$ cat config.mk
export PLATFORM = sky130hd
export DESIGN_NAME = uart_tx_scheduler
export DESIGN_NICKNAME = d
export VERILOG_FILES = /design/src/rtl/uart_tx_scheduler.sv
export SDC_FILE = /design/constraint.sdc
export NUM_CORES = 1
export LEC_CHECK = 0
export CAP_MARGIN = 10
export CORE_ASPECT_RATIO = 1.75
export CORE_MARGIN = 4
export CORE_UTILIZATION = 40
export CTS_CLUSTER_DIAMETER = 80
export DETAILED_ROUTE_END_ITERATION = 12
export MAX_ROUTING_LAYER = met4
export PLACE_DENSITY = 0.73
export SLEW_MARGIN = 40
export SYNTH_ARGS = -nofsm -noshare
export SYNTH_HDL_FRONTEND = slang
export SYNTH_SLANG_ARGS = --single-unit
export TNS_END_PERCENT = 10
$ cat constraint.sdc
create_clock -name clk -period 6.8 [get_ports clk]
set_input_delay 1.36 -clock clk [delete_from_list [all_inputs] [get_ports clk]]
set_output_delay 1.36 -clock clk [all_outputs]
set_load 0.05 [all_outputs]
$ cat src/rtl/uart_tx_scheduler.sv
// Byte FIFO feeding a UART transmitter: the core stores bytes, and a four-state
// scheduler pops one byte per frame, pulses tx_send, then waits for the frame to finish.
module uart_tx_scheduler #(
  parameter int DEPTH = 8
) (
  input  logic        clk,
  input  logic        reset,
  input  logic        wr_valid,
  input  logic [7:0]  wr_data,
  output logic        wr_ready,
  input  logic        clr_ovf,
  output logic        tx_send,
  output logic [7:0]  tx_data,
  input  logic        tx_ready,
  output logic [31:0] status,
  output logic [1:0]  dbg_state
);

  localparam int AW = (DEPTH > 1) ? $clog2(DEPTH) : 1;
  localparam int CW = $clog2(DEPTH) + 1;

  typedef enum logic [1:0] {
    IDLE      = 2'd0,
    SEND      = 2'd1,
    WAIT_BUSY = 2'd2,
    WAIT_DONE = 2'd3
  } state_t;

  state_t          r_state;
  state_t          w_next_state;
  logic [7:0]      r_mem [DEPTH];
  logic [AW-1:0]   r_wr_ptr;
  logic [AW-1:0]   r_rd_ptr;
  logic [CW-1:0]   r_count;
  logic            r_ovf;
  logic [7:0]      r_tx_data;

  logic            w_full;
  logic            w_empty;
  logic            w_busy;
  logic            w_wr_accept;
  logic            w_wr_drop;
  logic            w_pop;

  // Fullness is judged on the registered count, so a pop in the same cycle
  // never makes room for a write to a full FIFO.
  assign w_full      = (r_count == CW'(DEPTH));
  assign w_empty     = (r_count == '0);
  assign w_wr_accept = wr_valid && !w_full;
  assign w_wr_drop   = wr_valid && w_full;
  assign w_busy      = (r_state != IDLE) || !w_empty;

  always_comb begin
    w_next_state = r_state;
    w_pop        = 1'b0;
    case (r_state)
      IDLE: begin
        if (!w_empty && tx_ready) begin
          w_pop        = 1'b1;
          w_next_state = SEND;
        end
      end
      SEND:      w_next_state = WAIT_BUSY;
      WAIT_BUSY: if (!tx_ready) w_next_state = WAIT_DONE;
      WAIT_DONE: if (tx_ready)  w_next_state = IDLE;
      default:   w_next_state = IDLE;
    endcase
  end

  always_ff @(posedge clk) begin
    if (reset) begin
      r_state   <= IDLE;
      r_wr_ptr  <= '0;
      r_rd_ptr  <= '0;
      r_count   <= '0;
      r_ovf     <= 1'b0;
      r_tx_data <= 8'h00;
    end else begin
      r_state <= w_next_state;
      if (w_wr_accept) r_wr_ptr <= r_wr_ptr + AW'(1);
      if (w_pop) begin
        r_rd_ptr  <= r_rd_ptr + AW'(1);
        r_tx_data <= r_mem[r_rd_ptr];
      end
      if (w_wr_accept && !w_pop)      r_count <= r_count + CW'(1);
      else if (!w_wr_accept && w_pop) r_count <= r_count - CW'(1);
      // An overflowing write in the same cycle as a clear leaves the flag set.
      if (w_wr_drop)    r_ovf <= 1'b1;
      else if (clr_ovf) r_ovf <= 1'b0;
    end
  end

  // Storage is never visible while empty, so it carries no reset.
  always_ff @(posedge clk) begin
    if (!reset && w_wr_accept) r_mem[r_wr_ptr] <= wr_data;
  end

  assign wr_ready  = !w_full;
  assign tx_send   = (r_state == SEND);
  assign tx_data   = r_tx_data;
  assign dbg_state = r_state;
  assign status    = {23'd0, 5'(r_count), r_ovf, w_busy, w_empty, wr_ready};

endmodule

; Yosys cells after proc, flatten, opt, wreduce, memory -nomap -nowiden
; Memory sizes are Yosys's and may differ from the RTL's. A register that Yosys moved wholly into a read port is not among the register bits.
; Index checks and enable logic that the tools add are counted.
[word_totals]
regBits = 13
word_cells = 47
inputBits = 13
out_inout_bits = 44
mem_bits_rw = 64
memories = 1
[classes]
n_reduce_logical = 18
eq_ne = 7
n_addsub = 4
mux = 12
[memory_table]
columns = name, words, word_bits, rd, rd_clocked_by_memory_dff, wr, line
row1 = r_mem, 8, 8, 1, 1, 1, 31  ; logic [7:0] r_mem [DEPTH];
[ops]
columns = cell, count
row1 = $mux W4, 2
row2 = $pmux W2 S4, 1
row3 = $add A3 B1 Y3 const B, 2
row4 = $logic_and A1 B1 Y1, 6
row5 = $mux W1, 6
row6 = $mux W2, 3
row7 = $ne A2 B2 Y1 const B, 3
row8 = $reduce_bool A2 Y1, 3
row9 = $logic_not A1 Y1, 5
row10 = $add A4 B1 Y4 const B, 1
row11 = $eq A2 B2 Y1 const B, 2
row12 = $eq A4 B4 Y1 const B, 1
row13 = $logic_not A4 Y1, 1
row14 = $sub A4 B1 Y4 const B, 1
row15 = $reduce_and A3 Y1, 1
row16 = $eq A2 B1 Y1 const B, 1
row17 = $logic_not A2 Y1, 1
row18 = $logic_or A1 B1 Y1, 1

; Logic depth before layout (Yosys ltp)
[depth]
word_depth = 8
depth_mapped = 13
mapped_depth_nobuf = 12

; Least setup slack after synthesis
; OpenSTA, ideal clock, no wires.
[synth_timing]
path_type = in2reg
start = input port tx_ready
end = register r_count[3]
arrival_ps = 3188
path_stages = 11
slack_ps = 3491
n_path_buf = 1
cell_sequence = and2_1 and2_4 buf_6 inv_1 ha_1 inv_1 ha_1 a21oi_1 a211oi_1 a31oi_1 mux2_2
[synth_between]
elab_chain_len = 6
[synth_lines]
columns = item, line
row1 = "start, declared", 14  ; input logic tx_ready,
row2 = $logic_and A1 B1 Y1 (*), 58  ; if (!w_empty && tx_ready) begin
row3 = $mux W1 (*), 58
row4 = $mux W1 (*), 56  ; case (r_state)
row5 = $logic_not A1 Y1, 85  ; if (w_wr_accept && !w_pop) r_count <= r_count + CW'(1);
row6 = $logic_and A1 B1 Y1, 85
row7 = $mux W4 / $reduce_bool A2 Y1 (equally long branches), --
row8 = "end signal, assigned", 85
row9 = "end signal, assigned", 86  ; else if (!w_wr_accept && w_pop) r_count <= r_count - CW'(1);
row10 = "end, declared", 34  ; logic [CW-1:0] r_count;
; Mark *: on every way between the ends. The rest lies on a longest branch, timed or not.
; A chain may end at the register's enable or synchronous reset.

; Worst setup path in the final report
; Same ends and word-level chain as after synthesis.

==> impl_metrics.yaml <==
setup_path:
  cp_top_family: "buffers and inverters"
  required_ns: 7.02
  critical_path.max_fanout: 12
  path_class: "input port to flop"
  crit_path_start_kind: "input port"
  end_kind: "flop"
  r2r.worst_path.cells: 10
  r2r_end: "r_count[3]"
  cp_slowest_cell: "clkdlybuf4s50_1"
  crit_buf_inv: 3
  crit_cells: 11
  critPathMaxStageDelay_ns: 0.53
  crit_path_end: "r_count[3]"
  rrSetupSlack_ns: 3.94
  crit_arrival_ns: 3.85
  reg2reg_from: "r_count[0]"
  startpoint: "tx_ready"
  crit_chain: "clkdlybuf4s50_1 -> and2_1 -> and2_4 -> inv_1 -> ha_1 -> inv_1 -> ha_1 -> a21oi_1 -> a211oi_1 -> a31oi_1 -> mux2_2"
die:
  core_mm2: 0.00904
  die_y_um: 135
  die_w_um: 80.4
  start_util: 0.406
  rows: 46
  die-area_mm2: 0.0108
  ios: 57
grt:
  grt_pass1_vias: 2005
  grt_pass1_wl_um: 10600
  overflow: 0
  antenna_found_initial: 0
  grt_max_degree: 27
  grt_use_total: 0.138
yosys:
  synth-xor-area-share: 0.0143
  synth_area_mm2: 0.00367
  synth_top_family_by_area: "multiplexers"
  synth_edf_count: 64
  synthDistinctLibCells: 40
  netlist_instances: 251
  synth-compound-area-share: 0.0327
  yosys.area_share.adder: 0.0361
  yosys.area_share.simple: 0.0872
  avgSynthCellArea_um2: 14.6
  ys_ff_latch: 85
  yosysSeqAreaShare: 0.638
  yosysWarnings: 0
  synth-main-ff-cell: "edfxtp_1"
  ys_async_sr_fraction: 0
  synthMuxAreaShare: 0.107
job:
  maxCapViolCount: 0
sta:
  max_slew_margin: 0.622
  whs_ns: 0.490
  slew_viol_final: 0
  worstMarginPinSlew_ns: 0.566
  setup_viol: 0
  layout_setup_ws_ns: 3.17
  rsz0062_at_grt: "no"
  fin_crit_sh: 0.533
  min_period_ns: 3.63
  max_freq_mhz: 276
  finalHoldViolations: 0
  fin_skew_ns: 0.00528
  tns_ns: 0
final_layout:
  drive_gt1_frac: 0.166
  syn2layout_area_growth_pct: 17.2
  stdcell_area_mm2: 0.00430
  antennaDiodeCount: 0
  nets: 308
  seqCellArea_mm2: 0.00234
  final_cell_mix: "edfxtp_1, clkdlybuf4s50_1, conb_1"
  multi_input_area_mm2: 0.00111
  fillers: 779
  mostFrequentLayoutCell: "edfxtp_1"
  utilization: 0.476
  final_cells: 410
routing:
  dr.pass1.iters: 4
  wl_per_cell_um: 16.0
  ant_nets: 0
  viasPerCell: 4.90
  drc: 0
  drt-initial-drc-count: 112
  totalWireLength_um: 6580
  vias: 2011
clock_tree:
  cts_hold_buf: 0
  cts.clk_slew.worst_paths_ns: 0.06
  cts-resized-gates: 0
  cts_max_path_buffers: 2
  ctsHtreeMaxLevel: 3
  tritoncts: "built"
  clk_latency_ns: 0.33
  cts_sinks: 85
  cts_setup_buffers: 0
  root_buffer: "clkbuf_16"
  cts_made_buffers: 9
placed_design:
  numPortBuffers: 32
  routabilityCongestion: 0.724
  dpl_worst_slack_ns: 2.82
  dp_hpwl_um: 4500
  placed_cell_area_mm2: 0.00400
  dp.cells: 394
pwr:
  comb_power_share: 0.370
  clkPwrFrac: 0.266
  power_mw: 1.81
  sw_frac_of_total: 0.364
  pwr-share-seq: 0.364
  vdd_ir_drop_max_mv: 0.218
  p_leak_nw: 1.48
  power_density_mw_per_mm2: 421
  p_int_mw: 1.15
  p_sw_uw: 660
run_status:
  status: "complete, no violations"
hold_path:
  hold_class: "flop to flop"
==> tightest hold or removal path, stage by stage (launching register included) <==
cell and delay, ns:
dfxtp_1 0.31, nor2_1 0.09, nor3_1 0.05
==> area by class of cell <==
cell class,count,share of cell area
sequential,85,0.544
multi-input combinational,141,0.259
timing repair buffer,38,0.0837
clock buffer,9,0.0523
tap,120,0.0349
clock inverter,7,0.0166
inverter,10,0.00901
==> cell usage after synthesis (2+ instances only) <==
library cell | number | share of area
o22ai_1 | 8 | 0.014
buf_4 | 29 | 0.059
nand3_2 | 2 | 0.0055
nor2_1 | 26 | 0.027
nand2_1 | 5 | 0.0051
nor3_1 | 12 | 0.016
nor2b_1 | 2 | 0.0034
buf_6 | 2 | 0.0061
mux2i_1 | 2 | 0.0055
a31oi_1 | 2 | 0.0034
clkbuf_1 | 4 | 0.0041
ha_1 | 9 | 0.031
buf_2 | 2 | 0.0027
inv_1 | 9 | 0.0092
xnor2_1 | 3 | 0.0072
edfxtp_1 | 64 | 0.52
nand3_1 | 5 | 0.0068
dfxtp_1 | 21 | 0.11
xor2_1 | 3 | 0.0072
mux4_2 | 16 | 0.098
a21oi_1 | 6 | 0.0082
==> state kept, by name, summed over array words and instances (netlist names) <==
name and flops:
dbg_state 2, r_count 4, r_mem 64, r_ovf 1, r_rd_ptr 3, r_wr_ptr 3, tx_data 8
==> metal layers <==
layer	routed length, um	global-route usage	up-vias
li1	-	-	943
met1	2450	0.152	995
met2	3680	0.230	62
met3	275	0.0300	11
met4	177	0.0724	0
met5	0	-	-
==> kinds of logic after synthesis <==
logic type,after synthesis
AO/OA/AOI/OAI,20
XOR/XNOR,6
adder cells (fa/ha/maj),10
buffers and inverters,48
flip-flops,85
multiplexers,19
other,1
AND/OR/NAND/NOR,62
==> power groups by stage <==
stage | clock network (mW) | logic [mW] | registers [mW]
global route | 0.514 | 0.726 | 0.669
finish | 0.481 | 0.671 | 0.659
detailed placement | 0 | 0.677 | 0.672
CTS | 0.490 | 0.681 | 0.661
floorplan | 0 | 0.437 | 0.771
global placement | 0 | 0.668 | 0.671
==> worst min-delay path by stage <==
| stage | start | end | slack [ns] | cells past startpoint |
|---|---|---|---|---|
| finish | tx_data[6] | tx_data[6] | 0.49 | 2 |
| CTS | tx_data[7] | tx_data[7] | 0.50 | 2 |
| floorplan | r_ovf | r_ovf | 0.46 | 2 |
| global placement | r_ovf | r_ovf | 0.47 | 2 |
| detailed placement | r_ovf | r_ovf | 0.48 | 2 |
| global route | r_ovf | r_ovf | 0.52 | 2 |
No activity file was read; power rests on OpenSTA's default activity.
